--- src/rtl/param_sp_ram_pkg.sv ---
// Shared types and default sizes for the param_sp_ram block.
package param_sp_ram_pkg;

    // Controller phases: CLEAR zeroes the array once after reset, RUN serves requests.
    typedef enum logic {
        CLEAR = 1'b0,
        RUN   = 1'b1
    } state_e;

    localparam int DATA_W_DEF = 8;
    localparam int ADDR_W_DEF = 6;

endpackage : param_sp_ram_pkg

--- src/rtl/param_sp_ram_core.sv ---
// Byte-enabled single-port storage array with one write port and one
// registered read port. The read register holds its value between reads.
module param_sp_ram_core
    import param_sp_ram_pkg::*;
#(
    parameter int DATA_W = DATA_W_DEF,
    parameter int ADDR_W = ADDR_W_DEF
) (
    input  logic                clk,
    input  logic                rst,
    input  logic                wr_en,
    input  logic [ADDR_W-1:0]   wr_addr,
    input  logic [DATA_W-1:0]   wr_data,
    input  logic [DATA_W/8-1:0] wr_be,
    input  logic                rd_en,
    input  logic [ADDR_W-1:0]   rd_addr,
    output logic                rd_valid,
    output logic [DATA_W-1:0]   rd_data
);

    localparam int DEPTH = 2**ADDR_W;
    localparam int BE_W  = DATA_W/8;

    logic [DATA_W-1:0] mem_q [DEPTH];

    logic              rd_valid_q, rd_valid_d;
    logic [DATA_W-1:0] rd_data_q,  rd_data_d;

    // Byte-lane writes into the array.
    // NOTE: the array has no reset; the controller's clear pass zeroes it,
    // which keeps it mappable onto block RAM.
    always_ff @(posedge clk) begin
        for (int b = 0; b < BE_W; b++) begin
            if (wr_en && wr_be[b]) begin
                mem_q[wr_addr][8*b +: 8] <= wr_data[8*b +: 8];
            end
        end
    end

    // Next read-register value: capture on a read, otherwise hold.
    always_comb begin
        rd_valid_d = rd_en;
        rd_data_d  = rd_en ? mem_q[rd_addr] : rd_data_q;
    end

    // Read register with synchronous reset.
    // NOTE: clocked state uses non-blocking assignments so every flop samples
    // pre-edge values regardless of block ordering.
    always_ff @(posedge clk) begin
        if (rst) begin
            rd_valid_q <= 1'b0;
            rd_data_q  <= '0;
        end else begin
            rd_valid_q <= rd_valid_d;
            rd_data_q  <= rd_data_d;
        end
    end

    assign rd_valid = rd_valid_q;
    assign rd_data  = rd_data_q;

endmodule : param_sp_ram_core

--- src/rtl/param_sp_ram.sv ---
// Parameterised single-port RAM with byte enables and a post-reset clear
// pass. Holds the CLEAR/RUN controller, clear counter and request handshake;
// storage lives in param_sp_ram_core.
// Build option: define PARAM_SP_RAM_OUTREG_EN to add an output register
// stage (read latency 2 instead of 1).
module param_sp_ram
    import param_sp_ram_pkg::*;
#(
    parameter int DATA_W = DATA_W_DEF,
    parameter int ADDR_W = ADDR_W_DEF
) (
    input  logic                clk,
    input  logic                rst,
    input  logic                req,
    input  logic                we,
    input  logic [ADDR_W-1:0]   addr,
    input  logic [DATA_W-1:0]   wdata,
    input  logic [DATA_W/8-1:0] be,
    output logic                ready,
    output logic                rvalid,
    output logic [DATA_W-1:0]   rdata
);

    localparam int BE_W = DATA_W/8;

    if ((DATA_W % 8) != 0 || DATA_W < 8) begin : g_bad_width
        $error("param_sp_ram: DATA_W must be a non-zero multiple of 8");
    end

    state_e            state_q, state_d;
    logic [ADDR_W-1:0] clr_cnt_q, clr_cnt_d;

    logic              accept;
    logic              mem_wr_en;
    logic [ADDR_W-1:0] mem_wr_addr;
    logic [DATA_W-1:0] mem_wr_data;
    logic [BE_W-1:0]   mem_wr_be;
    logic              mem_rd_en;
    logic              core_rvalid;
    logic [DATA_W-1:0] core_rdata;
    logic              out_rvalid;
    logic [DATA_W-1:0] out_rdata;

    // Next-state logic: walk the clear counter once, then stay in RUN.
    // NOTE: every signal gets a default first so no path can infer a latch.
    always_comb begin
        state_d   = state_q;
        clr_cnt_d = clr_cnt_q;
        case (state_q)
            CLEAR: begin
                if (clr_cnt_q == {ADDR_W{1'b1}}) begin
                    state_d = RUN;
                end else begin
                    clr_cnt_d = clr_cnt_q + ADDR_W'(1);
                end
            end
            RUN:     state_d = RUN;
            default: state_d = CLEAR;
        endcase
    end

    // Controller registers; reset restarts the clear pass from address 0.
    always_ff @(posedge clk) begin
        if (rst) begin
            state_q   <= CLEAR;
            clr_cnt_q <= '0;
        end else begin
            state_q   <= state_d;
            clr_cnt_q <= clr_cnt_d;
        end
    end

    // Handshake and array port steering: the clear pass owns the write port
    // in CLEAR, requests own it in RUN; reset blocks every access.
    always_comb begin
        ready       = (state_q == RUN) && !rst;
        accept      = req && ready;
        mem_wr_en   = 1'b0;
        mem_wr_addr = addr;
        mem_wr_data = wdata;
        mem_wr_be   = be;
        mem_rd_en   = accept && !we;
        if (state_q == CLEAR) begin
            mem_wr_en   = !rst;
            mem_wr_addr = clr_cnt_q;
            mem_wr_data = '0;
            mem_wr_be   = {BE_W{1'b1}};
        end else begin
            mem_wr_en   = accept && we;
        end
    end

    param_sp_ram_core #(
        .DATA_W (DATA_W),
        .ADDR_W (ADDR_W)
    ) u_core (
        .clk      (clk),
        .rst      (rst),
        .wr_en    (mem_wr_en),
        .wr_addr  (mem_wr_addr),
        .wr_data  (mem_wr_data),
        .wr_be    (mem_wr_be),
        .rd_en    (mem_rd_en),
        .rd_addr  (addr),
        .rd_valid (core_rvalid),
        .rd_data  (core_rdata)
    );

`ifdef PARAM_SP_RAM_OUTREG_EN
    logic              out_valid_q, out_valid_d;
    logic [DATA_W-1:0] out_data_q,  out_data_d;

    // Output stage input: valid and data move together.
    always_comb begin
        out_valid_d = core_rvalid;
        out_data_d  = core_rdata;
    end

    // Output register stage adding one cycle of read latency.
    always_ff @(posedge clk) begin
        if (rst) begin
            out_valid_q <= 1'b0;
            out_data_q  <= '0;
        end else begin
            out_valid_q <= out_valid_d;
            out_data_q  <= out_data_d;
        end
    end

    assign out_rvalid = out_valid_q;
    assign out_rdata  = out_data_q;
`else
    assign out_rvalid = core_rvalid;
    assign out_rdata  = core_rdata;
`endif

    // Outputs read as zero while reset is held, so a read accepted just
    // before reset never shows a pulse.
    always_comb begin
        rvalid = out_rvalid && !rst;
        rdata  = rst ? '0 : out_rdata;
    end

endmodule : param_sp_ram
--- config.mk ---
export PLATFORM = sky130hd
export DESIGN_NAME = param_sp_ram
export DESIGN_NICKNAME = d
export VERILOG_FILES = /design/src/rtl/param_sp_ram_pkg.sv /design/src/rtl/param_sp_ram_core.sv /design/src/rtl/param_sp_ram.sv
export SDC_FILE = /design/constraint.sdc
export NUM_CORES = 1
export LEC_CHECK = 0
export CORE_MARGIN = 1
export CORE_UTILIZATION = 40
export DETAILED_ROUTE_END_ITERATION = 8
export PLACE_DENSITY_LB_ADDON = 0.08
export SETUP_SLACK_MARGIN = 0.15
export SYNTH_ARGS = -nofsm -noshare
export SYNTH_HDL_FRONTEND = slang
export SYNTH_HIERARCHICAL = 1
export SYNTH_SLANG_ARGS = --single-unit
--- constraint.sdc ---
create_clock -name clk -period 5.6 [get_ports clk]
set_input_delay 0.56 -clock clk [delete_from_list [all_inputs] [get_ports clk]]
set_output_delay 0.56 -clock clk [all_outputs]
set_load 0.1 [all_outputs]
==> results of run 1 <==
## logic make-up (layout without fill, tap and decap cells)
kind of cell	after synthesis	count (layout)	synth area share
multiplexers	199	199	0.137
AND/OR/NAND/NOR	195	195	0.0478
buffers and inverters	68	150	0.0164
flip-flops	528	528	0.757
adder cells (fa/ha/maj)	1	1	0.000603
other	0	4	0
AO/OA/AOI/OAI	113	113	0.0415
## worst max-delay path, stage by stage, from the launching register on
cell and delay (ns):
dfxtp_1 0.78, inv_1 0.22, nor2_1 0.15, clkdlybuf4s50_1 1.14
## cells in the mapped netlist
| master | count | area share |
|---|---|---|
| edfxtp_1 | 512 | 0.74 |
| mux2i_1 | 129 | 0.062 |
| a22oi_1 | 96 | 0.035 |
| nor2_1 | 74 | 0.013 |
| mux4_2 | 55 | 0.060 |
| nand3_1 | 35 | 0.0084 |
| buf_2 | 31 | 0.0075 |
| clkbuf_1 | 26 | 0.0047 |
| dfxtp_1 | 16 | 0.015 |
| nand2_1 | 16 | 0.0029 |
| nand4_1 | 16 | 0.0048 |
| nor2b_1 | 15 | 0.0045 |
| nor3b_1 | 10 | 0.0036 |
| and2_1 | 9 | 0.0027 |
| mux4_1 | 9 | 0.011 |
| a221o_1 | 8 | 0.0039 |
| mux2_2 | 5 | 0.0027 |
| buf_6 | 4 | 0.0022 |
| a21oi_1 | 3 | 0.00072 |
| inv_1 | 3 | 0.00054 |
| nand3b_1 | 3 | 0.0011 |
| and3_1 | 2 | 0.00060 |
| buf_1 | 2 | 0.00036 |
| nand4b_1 | 2 | 0.00084 |
| nor3_1 | 2 | 0.00048 |
| o21ai_0 | 2 | 0.00048 |
| or3_1 | 2 | 0.00060 |
| or3b_2 | 2 | 0.00084 |
| a211oi_1 | 1 | 0.00036 |
| a21oi_2 | 1 | 0.00042 |
| and2_2 | 1 | 0.00036 |
| and2b_1 | 1 | 0.00036 |
| and3b_1 | 1 | 0.00042 |
| and4_4 | 1 | 0.00054 |
| buf_4 | 1 | 0.00036 |
| buf_8 | 1 | 0.00072 |
| ha_1 | 1 | 0.00060 |
| mux2_4 | 1 | 0.00072 |
| nand2b_1 | 1 | 0.00030 |
| nor4b_1 | 1 | 0.00042 |
| nor4bb_1 | 1 | 0.00048 |
| o311ai_0 | 1 | 0.00042 |
| o41ai_1 | 1 | 0.00042 |
## metal layers
metal | routed length (um) | global-route usage | up-vias
li1 | - | - | 4589
met5 | 0 | 0 | -
met3 | 2370 | 0.0350 | 69
met1 | 23600 | 0.279 | 5373
met4 | 1040 | 0.0552 | 0
met2 | 24300 | 0.315 | 202
## state kept, by name (all words and copies together), names as in the netlist
signal,cells
state_q,1
clr_cnt_q,6
u_core/rd_data,8
u_core/mem_q,512
u_core/rd_valid,1
## power by group through the flow
stage | logic, mW | clock network, mW | registers [mW]
6_report | 0.303 | 3.42 | 4.29
5_1_grt | 0.322 | 3.63 | 4.28
4_1_cts | 0.307 | 3.50 | 4.28
3_5_place_dp | 0.307 | 0 | 4.37
3_3_place_gp | 0.306 | 0 | 4.37
2_1_floorplan | 0.200 | 0 | 4.37
## final cells by class
class / instances / area (um^2) / share of cell area
clock inverter: 20 / 121 / 0.00518
antenna: 4 / 10.0 / 0.000427
sequential: 528 / 15700 / 0.670
multi-input combinational: 508 / 4760 / 0.203
tap: 680 / 851 / 0.0363
inverter: 3 / 11.3 / 0.000481
clock buffer: 81 / 1550 / 0.0660
timing repair buffer: 46 / 434 / 0.0185
## how the worst min path moves through the flow
stage | to | cells after the start | slack, ns
CTS | clr_cnt_q[1]$_SDFFE_PP0P_ | 2 | 0.51
global route | clr_cnt_q[1]$_SDFFE_PP0P_ | 2 | 0.52
floorplan | clr_cnt_q[1]$_SDFFE_PP0P_ | 2 | 0.46
finish | clr_cnt_q[1]$_SDFFE_PP0P_ | 2 | 0.50
detailed placement | clr_cnt_q[1]$_SDFFE_PP0P_ | 2 | 0.49
global placement | clr_cnt_q[1]$_SDFFE_PP0P_ | 2 | 0.48
## metrics by stage
stage	instances	instance area, um^2
global placement	1764	21700
CTS	1866	23400
global route	1866	23400
finish	1870	23400
detailed placement	1765	21700
floorplan	1104	20700
==> qor.csv, run 1 <==
stage,metric,value,unit
route,drtIter0Drc,907,
route,ant_nets,0,
global_route,grt_max_degree,83,
clock_network,numCtsBuffers,55,
critical_path,reg2reg_from,state_q$_SDFF_PP0_,
finish,fin_nets,1162,
route,route.detailed.drc,0,
power_and_ir_drop,ir_drop,0.211,mV
placed_design,dpl.hpwl,30200,um
global_route,overflow,0,
global_route,grt_usage,0.198,
sta,finalMaxSlewViolations,0,
sta,final-hold-violation-count,0,
floorplan,ios,29,
yosys,synth_nets,1124,
floorplan,die_h,230,um
yosys,ys_seq_area_frac,0.757,
critical_path,cp-start-kind,flop,
run,max_cap_violations,0,
sta,grt_setup_unrepaired,false,
yosys,avgSynthCellArea,18.8,um^2
yosys,ys_ff_latch,528,
route,vias,10200,
sta,setup_tns,0,ns
power_and_ir_drop,power.leakage,7.99,nW
critical_path,cp-endpoint,ready,
power_and_ir_drop,p_int,6.34,mW
clock_network,cts_hold_buf,0,
hold_path,worst_hold_startpoint,clr_cnt_q[1]$_SDFFE_PP0P_,
critical_path,ff2ff_setup_slack,2.27,ns
clock_network,post-cts-setup-buffers,0,
critical_path,worst_setup_path_end_kind,output port,
global_route,antenna_found_initial,0,
sta,relSlewSlack,0.229,
power_and_ir_drop,pwr-share-comb,0.038,
placed_design,routabilityCongestion,0.813,
clock_network,htree_levels,2,
sta,finalSetupViolations,0,
route,via_per_inst,5.47,
global_route,grt_pass1_wl,74300,um
route,route.detailed.wl_per_inst,27.5,um
hold_path,holdCritPathClass,flop to flop,
sta,timing.fmax,290,MHz
yosys,yosysWarningCount,6,
global_route,grt_pass1_vias,10400,
route,first_pass_iters,5,
critical_path,cp.required,5.04,ns
finish,final_cell_mix,"512 x edfxtp_1, 129 x mux2i_1, 96 x a22oi_1",
clock_network,clk_pin_slew_worst_paths,0.06,ns
finish,utilization,0.457,
clock_network,cts.repair.resized,0,
critical_path,crit_start,state_q$_SDFF_PP0_,
critical_path,arrival,2.88,ns
yosys,synthCells,1104,
sta,finalCritPeriodShare,0.615,
power_and_ir_drop,p_total,8.01,mW
route,routed_wl,51300,um
yosys,synth.distinct_cells,43,
clock_network,worstSkewPairLatency,0.60,ns
finish,layout_commonest_cell,edfxtp_1,
floorplan,die_x,230,um
finish,drive_gt1_frac,0.143,
clock_network,cts_tree,yes,
sta,fin_ws,2.16,ns
finish,synthToLayoutAreaGrowth,13.0,%
floorplan,core-area,51300,um^2
critical_path,reg2regPathDepth,4,
placed_design,dp_slack,1.75,ns
clock_network,cts_sinks,528,
sta,whs,0.504,ns
floorplan,die-area,52800,um^2
critical_path,path_max_fanout,22,
status,status,"finished, final reports clean",
floorplan,num_rows,83,
power_and_ir_drop,clockPowerShare,0.427,
clock_network,clockBufferDepth,3,
floorplan,start_util,0.404,
power_and_ir_drop,pwr-share-seq,0.535,
finish,fillers,4411,
critical_path,r2r_end,u_core/mem_q[30][7]$_DFFE_PP_,
power_and_ir_drop,p_per_area,342,nW/um^2
placed_design,io_buffer_count,28,
clock_network,root_buffer,clkbuf_16,
power_and_ir_drop,p_switching,1.66,mW
sta,fin_crit,3.44,ns
critical_path,criticalPathCategory,flop to output port,
sta,clock_skew,0.0190,ns
sta,tightest_slew,1.16,ns
yosys,syn_area,20700,um^2
power_and_ir_drop,p_sw_frac,0.208,
Power figures use the tool's default switching activity.
==> inputs of run 2 (changes only) <==
==> constraint.sdc (replaced) <==
create_clock -name clk -period 3.1 [get_ports clk]
set_input_delay 0.31 -clock clk [delete_from_list [all_inputs] [get_ports clk]]
set_output_delay 0.31 -clock clk [all_outputs]
set_load 0.1 [all_outputs]
==> qor.csv, run 2 (synthesis results as in run 1) <==
stage,metric,value,unit,change
sta,finalSetupViolations,0,,unchanged
critical_path,cp_num_buf_inv,2,,unchanged
run,max_cap_violations,0,,unchanged
clock_network,clockBufferDepth,3,,unchanged
floorplan,die_h,230,um,unchanged
route,ant_nets,0,,unchanged
critical_path,cpMaxStageDelayCell,dfxtp_1,,
sta,setup_tns,0,ns,unchanged
floorplan,num_rows,83,,unchanged
finish,layout.cells.non_filler,1957,,+4.7%
critical_path,cp_top_family,simple AND/OR/NAND/NOR gates,,
global_route,grt_pass1_vias,10700,,+2.1%
status,status,"finished, final reports clean",,
hold_path,hold-path-endpoint,clr_cnt_q[1]$_SDFFE_PP0P_,,
critical_path,reg2reg_from,state_q$_SDFF_PP0_,,
clock_network,cts_hold_buf,0,,unchanged
finish,final_cell_mix,"512 x edfxtp_1, 129 x mux2i_1, 97 x buf_4",,
critical_path,r2r_end,u_core/mem_q[9][4]$_DFFE_PP_,,
placed_design,routabilityCongestion,0.816,,+0.33%
placed_design,dpl.hpwl,32700,um,+8.1%
critical_path,reg2regPathDepth,6,,+2
clock_network,clk_pin_slew_worst_paths,0.06,ns,about the same
critical_path,path_cells,buf_4 > mux2_2 > nor2_1 > nand2_1 > nor2_1 > buf_4,,
sta,grt_setup_unrepaired,false,,
hold_path,holdPathStages,2,,unchanged
critical_path,arrival,2.79,ns,-0.09 ns
finish,n_antenna_cell,0,,-4
sta,finalMaxSlewViolations,0,,unchanged
power_and_ir_drop,power.leakage,8.59,nW,+7.5%
clock_network,cts.repair.resized,0,,unchanged
sta,timing.fmax,400,MHz,
sta,final-hold-violation-count,0,,unchanged
global_route,grt_max_degree,65,,-22%
clock_network,cts_sinks,528,,unchanged
clock_network,worstSkewPairLatency,0.60,ns,about the same
floorplan,core-area,51300,um^2,unchanged
critical_path,cp.required,3.39,ns,-1.65 ns
hold_path,holdCritPathClass,flop to flop,,
clock_network,htree_levels,2,,unchanged
floorplan,ios,29,,unchanged
route,vias,10600,,+3.3%
critical_path,slowest_delay,0.55,ns,-0.59 ns
clock_network,root_buffer,clkbuf_16,,
finish,regMostFlops,u_core/mem_q,,
placed_design,dpl-instance-area,22700,um^2,+4.4%
critical_path,cp-start-kind,flop,,
finish,layout_commonest_cell,edfxtp_1,,
critical_path,criticalPathCategory,flop to flop,,
floorplan,die-area,52800,um^2,unchanged
power_and_ir_drop,ir_drop,0.439,mV,+110%
route,drtIter0Drc,933,,+2.9%
sta,relSlewSlack,0.405,,+0.176
global_route,grt_usage,0.200,,+0.00204
route,routed_wl,51500,um,+0.25%
critical_path,worst_setup_path_end_kind,flop,,
route,route.detailed.drc,0,,unchanged
clock_network,post-cts-setup-buffers,0,,unchanged
finish,fin_nets,1255,,+8.0%
sta,whs,0.515,ns,+0.0104 ns
floorplan,die_x,230,um,unchanged
sta,fin_crit,2.50,ns,
sta,finalCritPeriodShare,0.806,,
critical_path,path_max_fanout,12,,-45%
global_route,grt_pass1_wl,75500,um,+1.7%
placed_design,io_buffer_count,28,,unchanged
placed_design,place_inst,1859,,+5.3%
finish,largest_reg_flops,512,,unchanged
clock_network,numCtsBuffers,54,,-1.8%
clock_network,cts_tree,yes,,
route,first_pass_iters,5,,unchanged
finish,drive_gt1_frac,0.214,,+0.0704
global_route,overflow,0,,unchanged
finish,fin_area,24400,um^2,+4.0%
route,route.detailed.wl_per_inst,26.3,um,-4.2%
sta,clock_skew,0.0196,ns,+0.000507 ns
critical_path,ff2ff_setup_slack,0.60,ns,-1.67 ns
global_route,antenna_found_initial,0,,unchanged
hold_path,worst_hold_startpoint,clr_cnt_q[1]$_SDFFE_PP0P_,,
floorplan,start_util,0.404,,unchanged
finish,synthToLayoutAreaGrowth,17.6,%,
sta,tightest_slew,0.892,ns,-0.265 ns
route,via_per_inst,5.40,,-1.3%
power_and_ir_drop,p_per_area,596,nW/um^2,+74%
-- run 2: worst reg2reg max path, cell delays in order (launching register included) --
cell	delay, ns
dfxtp_1	0.55
buf_4	0.26
mux2_2	0.39
nor2_1	0.13
nand2_1	0.36
nor2_1	0.29
buf_4	0.22
-- run 2: power by group --
group          internal (mW)  total [mW]  leakage (nW)  switching, mW
registers               7.73        7.74          5.19        0.00883
clock network           3.56        6.20         0.812           2.64
logic                  0.240       0.580          2.59          0.340
total                   11.5        14.5          8.59           2.98
-- run 2: routing by layer --
metal / part of all wire / vias up / routed length, um / GRT usage
met5: 0 / - / 0 / 0
met4: 0.018 / 0 / 930 / 0.0540
met3: 0.047 / 59 / 2400 / 0.0301
met2: 0.47 / 234 / 23900 / 0.309
met1: 0.47 / 5512 / 24200 / 0.294
li1: - / 4762 / - / -
-- run 2: layout make-up --
cell class                 instances  area, um^2
clock inverter                    31         245
clock buffer                      67        1420
timing repair buffer             140        1420
tap                              680         851
fill                            4352       26900
sequential                       528       15700
multi-input combinational        508        4730
inverter                           3        11.3
-- run 2: how the worst max path moves through the flow --
stage	slack [ns]	endpoint	startpoint	depth (start not counted)
2_1_floorplan	0.67	u_core/mem_q[22][0]$_DFFE_PP_	state_q$_SDFF_PP0_	8
3_3_place_gp	0.42	u_core/mem_q[34][6]$_DFFE_PP_	addr[3]	5
3_5_place_dp	0.43	u_core/mem_q[35][6]$_DFFE_PP_	addr[3]	5
4_1_cts	0.61	u_core/mem_q[13][4]$_DFFE_PP_	state_q$_SDFF_PP0_	6
5_1_grt	0.46	u_core/mem_q[63][5]$_DFFE_PP_	state_q$_SDFF_PP0_	4
6_report	0.60	u_core/mem_q[9][4]$_DFFE_PP_	state_q$_SDFF_PP0_	6
-- run 2: per-stage QoR --
step           worst slack, ns  utilization  total power, mW
5_1_grt                  0.460        0.475             15.0
4_1_cts                  0.609        0.475             14.7
6_report                 0.600        0.475             14.5
2_1_floorplan            0.673            -             8.25
3_3_place_gp             0.422        0.443             8.48
3_5_place_dp             0.427        0.443             8.48
==> inputs of run 3 (changes only) <==
==> constraint.sdc (replaced) <==
create_clock -name clk -period 2.45 [get_ports clk]
set_input_delay 0.245 -clock clk [delete_from_list [all_inputs] [get_ports clk]]
set_output_delay 0.245 -clock clk [all_outputs]
set_load 0.1 [all_outputs]
==> qor.csv, run 3 (synthesis results as in run 1) <==
stage,metric,value,unit,change
placed_design,routabilityCongestion,0.761,,-6.7%
global_route,grt_usage,0.196,,-0.00354
placed_design,io_buffer_count,28,,unchanged
route,first_pass_iters,5,,unchanged
finish,layout.cells.non_filler,1983,,+1.3%
global_route,grt_pass1_wl,74500,um,-1.3%
finish,fin_area,24800,um^2,+1.8%
floorplan,core-area,51300,um^2,unchanged
critical_path,path_common_cell,buf_4,,
global_route,antenna_found_initial,1,,+1
sta,fin_crit,2.13,ns,-0.372 ns
clock_network,htree_levels,2,,unchanged
sta,timing.fmax,470,MHz,+17%
critical_path,cpMaxStageDelayCell,dfxtp_2,,
finish,fin_nets,1279,,+1.9%
route,vias,10700,,+1.5%
floorplan,num_rows,83,,unchanged
placed_design,dpl-instance-area,23000,um^2,+1.3%
finish,synthToLayoutAreaGrowth,19.6,%,
sta,fin_ws,0.323,ns,-0.278 ns
route,ant_nets,0,,unchanged
floorplan,die_h,230,um,unchanged
clock_network,cts_sinks,528,,unchanged
sta,tightest_slew,1.12,ns,+0.233 ns
placed_design,dp_slack,-0.121,ns,-0.548 ns
critical_path,cp.required,2.75,ns,-0.64 ns
sta,finalMaxSlewViolations,0,,unchanged
route,route.detailed.drc,0,,unchanged
critical_path,cp-endpoint,u_core/mem_q[46][7]$_DFFE_PP_,,
critical_path,path_cells,buf_4 > mux2_2 > nor2_2 > nand3_1 > buf_12 > nor2_1 > buf_4,,
power_and_ir_drop,p_sw_frac,0.204,,-0.00151
sta,relSlewSlack,0.247,,-0.158
power_and_ir_drop,p_total,18.8,mW,+30%
global_route,grt_max_degree,65,,unchanged
floorplan,die_x,230,um,unchanged
critical_path,cp_num_buf_inv,3,,+1
clock_network,clockBufferDepth,3,,unchanged
power_and_ir_drop,power.leakage,8.80,nW,+2.4%
finish,layout_commonest_cell,edfxtp_1,,
sta,final-hold-violation-count,0,,unchanged
finish,final_cell_mix,"512 x edfxtp_1, 129 x mux2i_1, 112 x buf_4",,
status,status,"finished, final reports clean",,
route,drtIter0Drc,900,,-3.5%
run,max_cap_violations,0,,unchanged
finish,regMostFlops,u_core/mem_q,,
floorplan,ios,29,,unchanged
critical_path,cp.depth,7,,+1
floorplan,start_util,0.404,,unchanged
sta,setup_tns,0,ns,unchanged
clock_network,root_buffer,clkbuf_16,,
finish,largest_reg_flops,512,,unchanged
sta,clock_skew,0.0194,ns,-0.000156 ns
global_route,overflow,0,,unchanged
critical_path,crit_start,state_q$_SDFF_PP0_,,
clock_network,cts_tree,yes,,
critical_path,criticalPathCategory,flop to flop,,
critical_path,r2r_end,u_core/mem_q[46][7]$_DFFE_PP_,,
sta,whs,0.391,ns,-0.123 ns
power_and_ir_drop,pwr-share-seq,0.521,,-0.012
route,via_per_inst,5.41,,+0.15%
critical_path,ff2ff_setup_slack,0.32,ns,-0.28 ns
critical_path,reg2reg_from,state_q$_SDFF_PP0_,,
critical_path,reg2regPathDepth,7,,+1
power_and_ir_drop,p_int,15.0,mW,+30%
finish,drive_gt1_frac,0.240,,+0.0266
finish,utilization,0.483,,+0.00832
sta,finalCritPeriodShare,0.868,,+0.0620
power_and_ir_drop,p_switching,3.84,mW,+29%
route,routed_wl,51100,um,-0.67%
sta,grt_setup_unrepaired,false,,
sta,finalSetupViolations,0,,unchanged
critical_path,cp-start-kind,flop,,
clock_network,worstSkewPairLatency,0.60,ns,about the same
critical_path,arrival,2.43,ns,-0.36 ns
power_and_ir_drop,clockPowerShare,0.438,,+0.011
global_route,grt_pass1_vias,10700,,+0.69%
critical_path,cp_top_family,buffers and inverters,,
hold_path,holdCritPathClass,primary input to flop,,
placed_design,dpl.hpwl,32400,um,-1.0%
critical_path,worst_setup_path_end_kind,flop,,
floorplan,die-area,52800,um^2,unchanged
route,route.detailed.wl_per_inst,25.8,um,-2.0%
power_and_ir_drop,p_per_area,758,nW/um^2,+27%
power_and_ir_drop,pwr-share-comb,0.041,,about the same
critical_path,path_max_fanout,12,,unchanged
critical_path,slowest_delay,0.39,ns,-0.16 ns
clock_network,numCtsBuffers,54,,unchanged
clock_network,clk_pin_slew_worst_paths,0.06,ns,about the same
power_and_ir_drop,ir_drop,0.451,mV,+2.7%
placed_design,place_inst,1882,,+1.2%
==> run 3: cell type report <==
class | count | area, um^2
inverters | 3 | 11.3
clock buffers | 65 | 1460
fillers | 4294 | 26500
clock inverters | 34 | 325
repair buffers | 164 | 1720
well taps | 680 | 851
flip-flops and latches | 528 | 15700
multi-input cells | 508 | 4740
diodes | 1 | 2.50
==> run 3: routing by layer <==
metal / wire length (um) / global-route usage / part of all wire
met1: 23500 / 0.280 / 0.46
met2: 24500 / 0.315 / 0.48
met5: 0 / 0 / 0
met4: 1060 / 0.0548 / 0.021
met3: 2110 / 0.0265 / 0.041
==> run 3: repair_timing <==
action	4_1_cts	5_1_grt
pin swaps	0	1
hold buffers	0	0
setup buffers	0	1
endpoints found under the setup margin	44	65
resized for setup	1	1
==> run 3: worst min path at each step <==
stage                                     end  depth (start not counted)                       from
2_1_floorplan       clr_cnt_q[1]$_SDFFE_PP0P_                          2  clr_cnt_q[1]$_SDFFE_PP0P_
4_1_cts        u_core/rd_data[6]$_SDFFE_PP0P_                          5                    addr[2]
3_5_place_dp        clr_cnt_q[1]$_SDFFE_PP0P_                          2  clr_cnt_q[1]$_SDFFE_PP0P_
6_report       u_core/rd_data[6]$_SDFFE_PP0P_                          5                    addr[2]
5_1_grt        u_core/rd_data[6]$_SDFFE_PP0P_                          5                    addr[2]
3_3_place_gp        clr_cnt_q[1]$_SDFFE_PP0P_                          2  clr_cnt_q[1]$_SDFFE_PP0P_
==> run 3: worst min-delay path: stages <==
cell	delay, ns
buf_8	0.15
mux4_2	0.24
a22oi_1	0.08
nand4_1	0.09
a221o_1	0.13
==> run 3: power groups by stage <==
| stage | logic, mW | clock network, mW | registers (mW) |
|---|---|---|---|
| 2_1_floorplan | 0.459 | 0 | 9.98 |
| 3_3_place_gp | 0.789 | 0 | 9.98 |
| 3_5_place_dp | 0.789 | 0 | 9.98 |
| 4_1_cts | 0.791 | 8.47 | 9.79 |
| 5_1_grt | 0.824 | 8.77 | 9.79 |
| 6_report | 0.779 | 8.24 | 9.79 |
